[src/rtl/fp16_cvt_pkg.sv]
// Shared defaults and the requester-ID type for the FP16->INT8 converter arbiter.
package fp16_cvt_pkg;

    localparam int N_REQ_DEF     = 4;
    localparam int CVT_LAT_DEF   = 4;
    localparam int TAG_DEPTH_DEF = 8;

    typedef logic [$clog2(N_REQ_DEF)-1:0] req_id_t;

endpackage

[src/rtl/cvt_tag_fifo.sv]
// Tag FIFO holding the owner ID of every conversion in flight; first-word fall-through.
module cvt_tag_fifo
    import fp16_cvt_pkg::*;
#(
    parameter int WIDTH = $bits(req_id_t),
    parameter int DEPTH = TAG_DEPTH_DEF,
    parameter int CNT_W = $clog2(DEPTH + 1)
) (
    input  logic             clk,
    input  logic             rst,
    input  logic             push,
    input  logic             pop,
    input  logic [WIDTH-1:0] din,
    output logic [WIDTH-1:0] dout,
    output logic             full,
    output logic             empty,
    output logic [CNT_W-1:0] count
);

    localparam int PTR_W = $clog2(DEPTH);

    logic [WIDTH-1:0] mem [DEPTH];
    logic [PTR_W-1:0] wr_ptr, rd_ptr;
    logic             do_push, do_pop;

    assign full    = (count == CNT_W'(DEPTH));
    assign empty   = (count == '0);
    // A full FIFO may still take a push when the head leaves in the same cycle.
    assign do_pop  = pop && !empty;
    assign do_push = push && (!full || do_pop);
    assign dout    = mem[rd_ptr];

    always_ff @(posedge clk or posedge rst) begin
        if (rst) begin
            wr_ptr <= '0;
            rd_ptr <= '0;
            count  <= '0;
        end else begin
            if (do_push)
                wr_ptr <= (wr_ptr == PTR_W'(DEPTH - 1)) ? '0 : wr_ptr + 1'b1;
            if (do_pop)
                rd_ptr <= (rd_ptr == PTR_W'(DEPTH - 1)) ? '0 : rd_ptr + 1'b1;
            case ({do_push, do_pop})
                2'b10:   count <= count + 1'b1;
                2'b01:   count <= count - 1'b1;
                default: count <= count;
            endcase
        end
    end

    always_ff @(posedge clk) begin
        if (do_push)
            mem[wr_ptr] <= din;
    end

endmodule

[src/rtl/fp16_cvt_arbiter.sv]
// Round-robin sharing of one FP16->INT8 converter among N_REQ requesters,
// with in-order return of each result to its owner via a tag FIFO.
module fp16_cvt_arbiter
    import fp16_cvt_pkg::*;
#(
    parameter int N_REQ     = N_REQ_DEF,
    parameter int CVT_LAT   = CVT_LAT_DEF,
    parameter int TAG_DEPTH = TAG_DEPTH_DEF
) (
    input  logic                     clk,
    input  logic                     rst,
    input  logic                     en,
    input  logic [N_REQ-1:0]         req_valid,
    input  logic [N_REQ*16-1:0]      req_data,
    output logic [N_REQ-1:0]         req_ready,
    output logic                     cvt_valid_o,
    output logic [15:0]              cvt_data_o,
    input  logic [7:0]               cvt_data_i,
    input  logic                     cvt_update_i,
    output logic                     rsp_valid,
    output logic [$clog2(N_REQ)-1:0] rsp_id,
    output logic [7:0]               rsp_data,
    output logic                     busy,
    output logic                     err
);

    localparam int ID_W = $clog2(N_REQ);
    // Never size below the converter's round trip, or throughput collapses.
    localparam int FIFO_DEPTH = (TAG_DEPTH < CVT_LAT + 2) ? CVT_LAT + 2 : TAG_DEPTH;
    localparam int CNT_W = $clog2(FIFO_DEPTH + 1);

    logic [N_REQ-1:0][15:0] lane_data;
    logic [ID_W-1:0]        last, cand, grant_id, tag_head;
    logic                   found, can_grant, push, pop;
    logic                   fifo_full, fifo_empty;
    logic [CNT_W-1:0]       fifo_count;

    assign lane_data = req_data;
    assign pop       = cvt_update_i && !fifo_empty;
    assign can_grant = en && !rst && (!fifo_full || pop);
    assign push      = found && can_grant;
    assign busy      = (fifo_count != '0) || cvt_valid_o;

    // Search starts just after the last winner and wraps modulo N_REQ.
    always_comb begin
        found    = 1'b0;
        grant_id = last;
        cand     = '0;
        for (int k = 1; k <= N_REQ; k++) begin
            cand = ID_W'((int'(last) + k) % N_REQ);
            if (!found && req_valid[cand]) begin
                found    = 1'b1;
                grant_id = cand;
            end
        end
    end

    always_comb begin
        req_ready = '0;
        if (push)
            req_ready[grant_id] = 1'b1;
    end

    always_ff @(posedge clk or posedge rst) begin
        if (rst) begin
            last        <= ID_W'(N_REQ - 1);
            cvt_valid_o <= 1'b0;
            cvt_data_o  <= '0;
        end else begin
            cvt_valid_o <= push;
            if (push) begin
                cvt_data_o <= lane_data[grant_id];
                last       <= grant_id;
            end
        end
    end

    always_ff @(posedge clk or posedge rst) begin
        if (rst) begin
            rsp_valid <= 1'b0;
            rsp_id    <= '0;
            rsp_data  <= '0;
            err       <= 1'b0;
        end else begin
            rsp_valid <= pop;
            if (pop) begin
                rsp_id   <= tag_head;
                rsp_data <= cvt_data_i;
            end
            // A result with no owner is a converter protocol violation; sticky until reset.
            if (cvt_update_i && fifo_empty)
                err <= 1'b1;
        end
    end

    cvt_tag_fifo #(
        .WIDTH (ID_W),
        .DEPTH (FIFO_DEPTH),
        .CNT_W (CNT_W)
    ) u_tag_fifo (
        .clk   (clk),
        .rst   (rst),
        .push  (push),
        .pop   (pop),
        .din   (grant_id),
        .dout  (tag_head),
        .full  (fifo_full),
        .empty (fifo_empty),
        .count (fifo_count)
    );

endmodule

[config.mk]
export PLATFORM = sky130hd
export DESIGN_NAME = fp16_cvt_arbiter
export DESIGN_NICKNAME = d
export VERILOG_FILES = /design/src/rtl/fp16_cvt_pkg.sv /design/src/rtl/cvt_tag_fifo.sv /design/src/rtl/fp16_cvt_arbiter.sv
export SDC_FILE = /design/constraint.sdc
export NUM_CORES = 1
export LEC_CHECK = 0
export BUFFER_PORTS_ARGS = -buffer_cell sky130_fd_sc_hd__buf_2
export CAP_MARGIN = 20
export CORE_MARGIN = 2
export CORE_UTILIZATION = 30
export CTS_BUF_LIST = sky130_fd_sc_hd__clkbuf_4
export DETAILED_ROUTE_END_ITERATION = 16
export PLACE_DENSITY_LB_ADDON = 0.3
export SLEW_MARGIN = 15
export SYNTH_ARGS = -nofsm -noshare
export SYNTH_HDL_FRONTEND = slang
export SYNTH_SLANG_ARGS = --single-unit
[constraint.sdc]
create_clock -name clk -period 6.52 [get_ports clk]
set_input_delay 1.304 -clock clk [delete_from_list [all_inputs] [get_ports clk]]
set_output_delay 1.304 -clock clk [all_outputs]
set_load 0.03 [all_outputs]
Word-level counts from Yosys, hierarchy flattened

Memory sizes are Yosys's and may differ from the RTL's. A register that Yosys moved wholly into a read port is not among the register bits.
Cells that the tools add are included.

Add/sub/neg operators: 8
$lt $le $gt $ge: 6
Eq/ne operators: 5
Multiplexer cells: 26
Reduce and logical (&&, ||, !) cells: 23

Operator list:

| kind                                                                  | count |
|---|---|
| 16-bit binary-select mux with 2-bit select                            | 1 |
| 16-bit two-way mux                                                    | 1 |
| 2-bit by 3-bit < comparator with 1-bit output (second input constant) | 5 |
| 1-bit logical AND                                                     | 11 |
| 1-bit two-way mux                                                     | 11 |
| 1-bit binary-select mux with 2-bit select                             | 4 |
| 2-bit two-way mux                                                     | 4 |
| 4-bit case mux with 2 select lines                                    | 1 |
| 3-bit by 1-bit adder with 3-bit output (second input constant)        | 2 |
| 3-bit == test (second input constant)                                 | 2 |
| 1-bit zero test                                                       | 6 |
| 3-bit two-way mux                                                     | 2 |
| 2-bit by 1-bit adder with 2-bit output (second input constant)        | 2 |
| 2-bit adder (second input constant)                                   | 2 |
| 4-bit by 1-bit adder with 4-bit output (second input constant)        | 1 |
| 4-bit == test (second input constant)                                 | 1 |
| 4-bit zero test                                                       | 1 |
| 4-bit two-way mux                                                     | 1 |
| 4-bit nonzero test                                                    | 1 |
| 4-bit by 1-bit subtractor with 4-bit output (second input constant)   | 1 |
| 1-bit logical OR                                                      | 3 |
| 1-bit demux with 2-bit select                                         | 1 |
| 2-bit by 1-bit == test with 1-bit output (second input constant)      | 1 |
| 2-bit == test (second input constant)                                 | 1 |
| 2 further kinds                                                       | 2 |

Register bits after elaboration: 39
RAM bits: 16
Output and inout port bits: 34
Word-level logic and storage cells: 78
Memories: 1

Memory list:

| name           | depth | bits a word | read ports | clocked after memory_dff | wr ports | RTL line           | text |
|---|---|---|---|---|---|---|---|
| u_tag_fifo.mem | 8     | 2           | 1          | 1                        | 1        | cvt_tag_fifo.sv:22 | `logic [WIDTH-1:0] mem [DEPTH];` |

Logic depth before layout (Yosys ltp)

Gate-level depths: netlist of the first run.

Depth in word-level cells: 18
Mapped depth: 13
Depth with buffers taken out: 10

Modules after synthesis

Synthesis of the first run repeated with hierarchy kept, for this count alone.

Cell total of the unflattened synthesis: 283
Area total of the unflattened synthesis: 3210.6 sq um

By module, submodules not included:

| module           | times used | cells each | area an instance (sq um) | sequential area each (sq um) |
|---|---|---|---|---|
| fp16_cvt_arbiter | 1          | 188        | 1890.6                   | 778.2 |
| cvt_tag_fifo     | 1          | 95         | 1320.0                   | 730.7 |

Least setup slack after synthesis of the first run

Ideal clock, no wire load.

Kind: input-to-output
From: input port req_valid[3]
To: output port req_ready[0]
Arrival time: 2955 ps
Data required time: 5216 ps
Slack: 2261 ps
Stages on the path: 7
Path buffers: 2
Path through: nor2b_2 -> o21a_1 -> buf_6 -> nor3_2 -> inv_2 -> buf_2 -> nor3_1

Word-level cells in the longest chain between the ends: 17
Elaborated cells between the ends (all ways): 29
Those cells by class: order compare: 2; mux: 19; reduce/logical: 8

RTL lines:

| element                                                                                                                               | RTL line               | text |
|---|---|---|
| from (decl)                                                                                                                           | fp16_cvt_arbiter.sv:13 | `input logic [N_REQ-1:0] req_valid,` |
| 1-bit binary-select mux with 2-bit select                                                                                             | fp16_cvt_arbiter.sv:51 | `if (!found && req_valid[cand]) begin` |
| 1-bit two-way mux (not written as such)                                                                                               | fp16_cvt_arbiter.sv:51 |  |
| 1-bit two-way mux                                                                                                                     | fp16_cvt_arbiter.sv:51 |  |
| 1-bit zero test                                                                                                                       | fp16_cvt_arbiter.sv:51 |  |
| 1-bit logical AND                                                                                                                     | fp16_cvt_arbiter.sv:51 |  |
| 1-bit two-way mux                                                                                                                     | fp16_cvt_arbiter.sv:51 |  |
| 1-bit zero test                                                                                                                       | fp16_cvt_arbiter.sv:51 |  |
| 1-bit logical AND                                                                                                                     | fp16_cvt_arbiter.sv:51 |  |
| [... 2 more ...]                                                                                                                      | --                     |  |
| 1-bit logical AND                                                                                                                     | fp16_cvt_arbiter.sv:51 |  |
| 2-bit two-way mux (*)                                                                                                                 | fp16_cvt_arbiter.sv:51 |  |
| net grant_id[0]                                                                                                                       | fp16_cvt_arbiter.sv:33 | `logic [ID_W-1:0] last, cand, grant_id, tag_head;` |
| 2-bit by 3-bit < comparator with 1-bit output (not written as such) or 2-bit by 1-bit >= comparator with 1-bit output (tied branches) | fp16_cvt_arbiter.sv:61 | `req_ready[grant_id] = 1'b1;` |
| 1-bit logical AND (not written as such)                                                                                               | fp16_cvt_arbiter.sv:61 |  |
| 1-bit two-way mux (not written as such)                                                                                               | fp16_cvt_arbiter.sv:61 |  |
| 1-bit demux with 2-bit select (*)                                                                                                     | fp16_cvt_arbiter.sv:61 |  |
| 4-bit two-way mux (*)                                                                                                                 | fp16_cvt_arbiter.sv:60 | `if (push)` |
| to (decl)                                                                                                                             | fp16_cvt_arbiter.sv:15 | `output logic [N_REQ-1:0] req_ready,` |

Mark *: on every way through the listed nets, which the timed path passes. The rest lies on a longest branch. The select of a mux whose other input is x is not followed.

Worst setup path after layout of the first run

From: input port req_valid[0]
To: output port req_ready[2]

Word-level cells in the longest chain between the ends: 17
Elaborated cells between the ends (all ways): 29
Those cells by class: order compare: 2; mux: 19; reduce/logical: 8

RTL lines:

| element                                                                                                                               | RTL line |
|---|---|
| 1-bit binary-select mux with 2-bit select                                                                                             | fp16_cvt_arbiter.sv:51 |
| 1-bit two-way mux (not written as such)                                                                                               | fp16_cvt_arbiter.sv:51 |
| 1-bit two-way mux                                                                                                                     | fp16_cvt_arbiter.sv:51 |
| 1-bit zero test                                                                                                                       | fp16_cvt_arbiter.sv:51 |
| 1-bit logical AND                                                                                                                     | fp16_cvt_arbiter.sv:51 |
| 1-bit two-way mux                                                                                                                     | fp16_cvt_arbiter.sv:51 |
| 1-bit zero test                                                                                                                       | fp16_cvt_arbiter.sv:51 |
| 1-bit logical AND                                                                                                                     | fp16_cvt_arbiter.sv:51 |
| 1-bit two-way mux                                                                                                                     | fp16_cvt_arbiter.sv:51 |
| 1-bit zero test                                                                                                                       | fp16_cvt_arbiter.sv:51 |
| 1-bit logical AND                                                                                                                     | fp16_cvt_arbiter.sv:51 |
| 2-bit two-way mux                                                                                                                     | fp16_cvt_arbiter.sv:51 |
| 2-bit by 3-bit < comparator with 1-bit output (not written as such) or 2-bit by 1-bit >= comparator with 1-bit output (tied branches) | fp16_cvt_arbiter.sv:61 |
| 1-bit logical AND (not written as such)                                                                                               | fp16_cvt_arbiter.sv:61 |
| 1-bit two-way mux (not written as such)                                                                                               | fp16_cvt_arbiter.sv:61 |
| 1-bit demux with 2-bit select                                                                                                         | fp16_cvt_arbiter.sv:61 |
| 4-bit two-way mux (*)                                                                                                                 | fp16_cvt_arbiter.sv:60 |

Mark *: on every way between the ends. The rest lies on a longest branch, timed or not. The select of a mux whose other input is x is not followed.

==> qor.txt, run 1 <==
Detailed Routing Iterations Pass 1 -> 4
Final Wtd Congestion -> 0.7992
Flop pwr share -> 38.2%
Worst-Skew Late Latency -> 0.39 ns
Switching pwr -> 0.0006747 W
Hold Path Class -> flip-flop to flip-flop
Multi-input gate area -> 1429 um^2
Hpwl dp -> 5.557 mm
Die Wd -> 105.2 um
Via Count -> 2493
Dominant cells by area after synthesis -> dfrtp_1, edfxtp_1, mux2i_1
Worst ir drop on vdd -> 0.1636 mV
TritonCTS buffer count -> 9
Cell taking the most area after synthesis -> dfrtp_1
Clock Sinks -> 57
Share of layout cells above drive strength 1 -> 40.82%
DRT iter0 DRCs -> 145
Max incr delay on CP -> 0.62 ns
Die height -> 105.2 um
Distinct cells, synth -> 39
Sw frac -> 42.63%
Max frequency -> 206.7 MHz
Drc violations -> 0
Number of synthesized flops with an enable pin -> 16
First-pass GRT wire length -> 12.51 mm
Pint -> 0.0009079 W
Sequential area share after synthesis -> 49.12%
Slew Viols, Final -> 0
Crit path launch type -> primary input
Actual slew at the worst max-slew pin -> 0.9168 ns
Core area -> 9864 um^2
CP Data Arrival Time -> 3.53 ns
Final clock skew -> 0.01569 ns
Seq cells post-synth -> 57
Root Buffer -> clkbuf_4
Post-Syn Area per Cell -> 10.97 um^2
Antenna Nets Post-Route -> 0
Grt total ovfl -> 0
I/O pin count -> 114
Async SR Flop Fraction -> 71.93%
Resized Gates After CTS -> 0
Post-CTS Hold Buffers -> 0
Diode count -> 0
Clk slew on worst S/H paths -> 0.10 ns
Status -> complete, no violations
Drt wl/cell -> 14.39 um
Largest net degree at the start of global routing -> 42
Rel. slew slack -> 38.74%
Comb pwr share -> 43.3%
Setup repair bufs after CTS -> 0
Final min period -> 4.839 ns
Leakage power -> 1.755 nW
Top_reg_cell synth -> dfrtp_1
Critical Path Fanout Max -> 24
H-tree levels -> 3
Clk pwr share -> 18.5%
Syn_nets -> 367
Net count, final -> 474
Register area -> 1509 um^2
CP max-delay cell -> nor4_1
Syn Std Cell Area -> 3072 um^2
Cell mode on critical path -> buf_2
Final hold violation count -> 0
PwrDens -> 408.5 nW/um^2
Fillers -> 1004
Synthesis warning total -> 0
Max-cap check violation count -> 0
Required time of the critical path -> 5.22 ns
Unrepaired setup endpoints after global routing -> false
Crit Path Class -> primary input to output port
Die ar. -> 11060 um^2
Number of global-route vias before repair -> 2529
Top cell type's share of synthesized area -> 31.77%
Setup violations, final -> 0
Setup_tns -> 0 ns
Initial Util -> 31.14%
Synth cell count leaders -> nand2_1, dfrtp_1, nor2_1
Most frequent cell after synthesis -> nand2_1
Crit-path cells -> buf_2 -> nor4_1 -> a2111o_1 -> inv_2 -> o311ai_4 -> nor2_1 -> buf_2
Num rows -> 36
Total track usage -> 14.44%
CTS tree -> built
Vias per inst -> 4.749
Final hold slack -> 0.4793 ns
Initial antenna violation count -> 0
Syn-to-layout area delta -> 26.11%
Crit share post-route -> 74.22%
Number of I/O port buffers -> 113
Drt total wl -> 7.553 mm
Clock Path Buffers -> 2
Cells after synthesis -> 280
Critical path endpoint category -> output port
## sequential cells by signal, indices dropped and copies added, names as in the netlist
| register | flops |
|---|---|
| err | 1 |
| cvt_valid_o | 1 |
| rsp_data | 8 |
| last | 2 |
| cvt_data_o | 16 |
| u_tag_fifo.mem | 16 |
| u_tag_fifo.wr_ptr | 3 |
| u_tag_fifo.rd_ptr | 3 |
| u_tag_fifo.count | 4 |
| rsp_valid | 1 |
| rsp_id | 2 |
## power by group through the flow
stage	sequential (W)	clock [W]	combinational [W]
final	0.000605	0.000293	0.000685
after detailed placement	0.000611	0	0.000694
after global routing	0.000626	0.000319	0.000757
after CTS	0.000607	0.000303	0.000696
after global placement	0.000611	0	0.000678
after floorplan	0.000721	0	0.000405
## metrics by stage
stage / power [W] / setup WS [ns] / cell area [um^2] / instances / utilization [%]
2_1_floorplan: 0.001126 / 2.261 / 3072 / 280 / -
3_3_place_gp: 0.001290 / 1.750 / 3711 / 509 / 37.62
3_5_place_dp: 0.001305 / 1.696 / 3711 / 509 / 37.62
4_1_cts: 0.001606 / 1.676 / 3874 / 525 / 39.27
5_1_grt: 0.001701 / 1.533 / 3874 / 525 / 39.27
6_report: 0.001583 / 1.681 / 3874 / 525 / 39.27
## layout by cell type, fill, tap and decap left out, types with 3 or more instances in the layout
cell type	Yosys	final
xor2_1	4	4
a211oi_1	18	18
dfrtp_1	39	39
o21ai_0	5	5
a211oi_2	14	14
edfxtp_1	16	16
inv_2	2	3
mux2i_1	18	18
a21oi_1	3	3
nand2_1	46	46
nand2b_1	3	3
ha_1	7	7
mux4_2	4	4
nor3_1	12	12
nor4b_1	13	13
a21o_1	3	3
nor2_1	24	24
nor2b_1	4	4
inv_1	5	4
buf_2	4	113
nor4_1	3	3
clkbuf_4	0	9
## worst max-delay path, delay by kind of cell
| kind | cells | cell delay (ns) |
|---|---|---|
| simple gates | 2 | 0.74 |
| buf+inv | 3 | 0.66 |
| compound gates | 2 | 0.82 |
## area by class of cell
type / instances / area share, %
tap: 133 / 4.296
clock inverter: 7 / 2.455
multi-input combinational: 197 / 36.89
timing repair buffer: 115 / 14.99
sequential: 57 / 38.95
inverter: 7 / 0.6783
clock buffer: 9 / 1.744
## path summary, 6_finish.rpt
| path | startpoint | endpoint | slack [ns] | cells past startpoint |
|---|---|---|---|---|
| max in group asynchronous | rst | cvt_data_o[6] | 4.87 | 2 |
| max reg2reg | u_tag_fifo.count[0] | u_tag_fifo.count[2] | 3.30 | 10 |
| min reg2reg | rsp_data[2] | rsp_data[2] | 0.48 | 2 |
| min in group asynchronous | rst | err | 1.10 | 2 |
| min | rsp_data[2] | rsp_data[2] | 0.48 | 2 |
| max | req_valid[0] | req_ready[2] | 1.68 | 7 |
## kinds of logic after synthesis
logic type,after synthesis,share of synthesized area [%]
fa+ha+maj,7,2.851
flops,57,49.12
buf+inv,26,4.725
mux,23,9.165
simple gates,113,18.37
xor+xnor,5,1.426
compound gates,49,14.34
## routing by layer
layer / track usage (%) / up-vias / part of all wire, %
met2: 22.44 / 118 / 44
met1: 19.39 / 1124 / 47
met4: 6.381 / 0 / 2.1
met3: 2.932 / 13 / 7.1
li1: - / 1238 / -
met5: 0 / - / 0
Note: power is estimated with default switching activity, not from simulation.
==> run 2, diff against run 1 <==
--- a/config.mk
+++ b/config.mk
@@ -5,6 +5,7 @@
 export SDC_FILE = /design/constraint.sdc
 export NUM_CORES = 1
 export LEC_CHECK = 0
+export ABC_AREA = 1
 export BUFFER_PORTS_ARGS = -buffer_cell sky130_fd_sc_hd__buf_2
 export CAP_MARGIN = 20
 export CORE_MARGIN = 2
==> constraint.sdc (replaced) <==
create_clock -name clk -period 4.9 [get_ports clk]
set_input_delay 0.98 -clock clk [delete_from_list [all_inputs] [get_ports clk]]
set_output_delay 0.98 -clock clk [all_outputs]
set_load 0.03 [all_outputs]
==> run 2 against run 1 <==
Clock power is 19% higher. Cell area is 6.7% higher. Highest routed layer unchanged. Power is 80% higher. Die area is 8.1% higher. Critical path type is now flip-flop to output port.
==> qor.txt, run 2 <==
Initial Util -> 30.74%
Seq cells post-synth -> 57
Post-Synth Simple-Gate Area -> 37.66%
Post-Syn Area per Cell -> 7.454 um^2
CP Data Arrival Time -> 2.99 ns
Clk slew on worst S/H paths -> 0.10 ns
Commonest non-fill, non-tap cell in the layout -> nand2_1
Worst flop-to-flop path startpoint -> last[0]
Crit share post-route -> 81.11%
Syn_nets -> 534
Drc violations -> 0
Setup ws final -> 0.9256 ns
Post-synthesis xor/xnor area fraction -> 1.314%
Rel. slew slack -> 61.77%
Final hold slack -> 0.4752 ns
M2 GR Usage -> 22.49%
DRT iter0 DRCs -> 156
Drt wl/cell -> 11.49 um
Resized Gates After CTS -> 0
Synthesis warning total -> 0
Post-Synth Adder-Cell Area -> 2.629%
Worst Setup SP -> last[0]
Number of synthesized flops with an enable pin -> 16
Flop pwr share -> 29.5%
Worst-Skew Late Latency -> 0.40 ns
Final hold violation count -> 0
Cells after synthesis -> 447
Crit Path Class -> flip-flop to output port
Drt total wl -> 8.076 mm
Setup_tns -> 0 ns
Number of global-route vias before repair -> 3036
Required time of the critical path -> 3.92 ns
Cell taking the most area after synthesis -> dfrtp_1
Detailed Routing Iterations Pass 1 -> 6
Final Wtd Congestion -> 0.8435
Largest family of logic cells by synthesized area -> simple AND/OR/NAND/NOR gates
Regs by FF count -> cvt_data_o x16, u_tag_fifo.mem x16, rsp_data x8
Cell mode on critical path -> nand2_1
Clock Path Buffers -> 2
Final clock skew -> 0.01281 ns
Sw frac -> 51.31%
Crit path buffers/inverters -> 4
Post-CTS Hold Buffers -> 0
Synth cell count leaders -> nand2_1, dfrtp_1, nand3_1
TritonCTS buffer count -> 9
Num rows -> 38
H-tree levels -> 3
Leakage power -> 2.269 nW
Worst ir drop on vdd -> 0.4215 mV
CP max-delay cell -> dfstp_2
Max-cap check violation count -> 0
Vias per inst -> 4.498
Unrepaired setup endpoints after global routing -> false
I/O pin count -> 114
Top_reg_cell synth -> dfrtp_1
Most frequent cells in the layout -> nand2_1, buf_2, dfrtp_1
Syn Std Cell Area -> 3332 um^2
Max incr delay on CP -> 0.70 ns
CTS tree -> built
Actual slew at the worst max-slew pin -> 0.5714 ns
Async SR Flop Fraction -> 71.93%
Slew Viols, Final -> 0
PwrDens -> 688.5 nW/um^2
Core area -> 10840 um^2
Grt total ovfl -> 0
Clock Sinks -> 57
Max frequency -> 251.6 MHz
Final instance area -> 4131 um^2
Setup violations, final -> 0
Critical path endpoint category -> output port
Clk pwr share -> 12.3%
Initial antenna violation count -> 0
Critical Path Fanout Max -> 32
Sequential area share after synthesis -> 45.29%
Crit-path cells -> inv_2 -> nand2_1 -> nand2_1 -> nand2_1 -> nand2_1 -> nand2_1 -> nand3_1 -> nand2_2 -> buf_4 -> nand2_1 -> inv_1 -> buf_2
Post-Place Cell Area -> 3989 um^2
Met1 GRT Util -> 18.72%
Via Count -> 3162
Number of I/O port buffers -> 113
GR peak layer -> met2
Status -> complete, no violations
Most frequent cell after synthesis -> nand2_1
Fillers -> 1167
Pint -> 0.001385 W
Distinct cells, synth -> 33
Crit path launch type -> flip-flop
Hold Path Class -> flip-flop to flip-flop
First-pass GRT wire length -> 13.42 mm
Synth Area in Compound Gates -> 5.107%
Hpwl dp -> 6.065 mm
Root Buffer -> clkbuf_4
Comb pwr share -> 58.2%
Hold path start -> rsp_data[4]
Share of layout cells above drive strength 1 -> 28.47%
Final min period -> 3.974 ns
Largest net degree at the start of global routing -> 42
Crit-path leading delay family -> simple AND/OR/NAND/NOR gates
Die height -> 109.4 um
Dominant cells by area after synthesis -> dfrtp_1, nand2_1, edfxtp_1
Net count, final -> 644
Die Wd -> 109.4 um
Post-place setup slack -> 1.124 ns
Syn-to-layout area delta -> 24.00%
Top cell type's share of synthesized area -> 29.29%
Multiplexer share of the synthesized area -> 0.6008%
Switching pwr -> 0.001460 W
Antenna Nets Post-Route -> 0
Total track usage -> 13.95%
Die ar. -> 11970 um^2
Setup repair bufs after CTS -> 0
GR Layer Usage met3 -> 3.972%
==> run 2: kinds of logic (layout without fill, tap and decap cells) <==
logic type                 Yosys count  count (layout)
other                                0               1
xor gates and xnor gates             5               5
DFF                                 57              57
AOI/OAI and AO/OA                   28              28
adders and majority gates            7               7
buffers and inverters               53             168
muxes                                2               2
and+or+nand+nor                    295             295
==> run 2: worst register-to-register path: stages (launching register included) <==
cell,delay [ns]
dfstp_2,0.70
inv_2,0.16
nand2_1,0.09
nand2_1,0.11
nor3_1,0.21
o21ai_1,0.10
nand2_2,0.44
ha_1,0.33
xor2_1,0.25
ha_1,0.19
a21oi_1,0.05
xnor2_1,0.16
o21ai_0,0.09
==> run 2: metrics by stage <==
step | total power [W] | cells | util (%)
after floorplan | 0.002167 | 447 | -
after global placement | 0.002501 | 686 | 36.80
after detailed placement | 0.002513 | 686 | 36.80
after CTS | 0.002877 | 702 | 38.09
after global routing | 0.003140 | 702 | 38.09
final | 0.002844 | 703 | 38.11
==> run 2: metal layers <==
layer,vias to the layer above,share of wire [%]
met5,-,0
met4,0,0.84
met3,7,7.3
met2,109,45
met1,1409,47
li1,1637,-
==> run 2: power by group through the flow <==
stage               clock network, W  logic, W  registers [W]
floorplan                          0   0.00118       0.000984
global placement                   0   0.00165       0.000846
detailed placement                 0   0.00167       0.000848
CTS                         0.000365   0.00167       0.000841
global route                0.000385   0.00189       0.000862
finish                      0.000350   0.00166       0.000838
==> run 2: area by class of cell <==
cell class	count	area [um^2]	share of cell area, %
clock inverters	6	65.06	1.575
multi-input cells	337	1577	38.16
repair buffers	116	588.1	14.23
flip-flops and latches	57	1509	36.52
clock buffers	10	75.07	1.817
diodes	1	2.502	0.06057
well taps	140	175.2	4.240
inverters	36	140.1	3.392
==> run 2: worst paths after layout <==
kind | endpoint | slack (ns) | cells after the start
min | rsp_data[4] | 0.48 | 2
max | req_ready[1] | 0.93 | 12
min in group asynchronous | u_tag_fifo.count[0] | 0.70 | 3
max reg2reg | u_tag_fifo.count[2] | 1.91 | 12
max in group asynchronous | last[0] | 3.83 | 3
min reg2reg | rsp_data[4] | 0.48 | 2
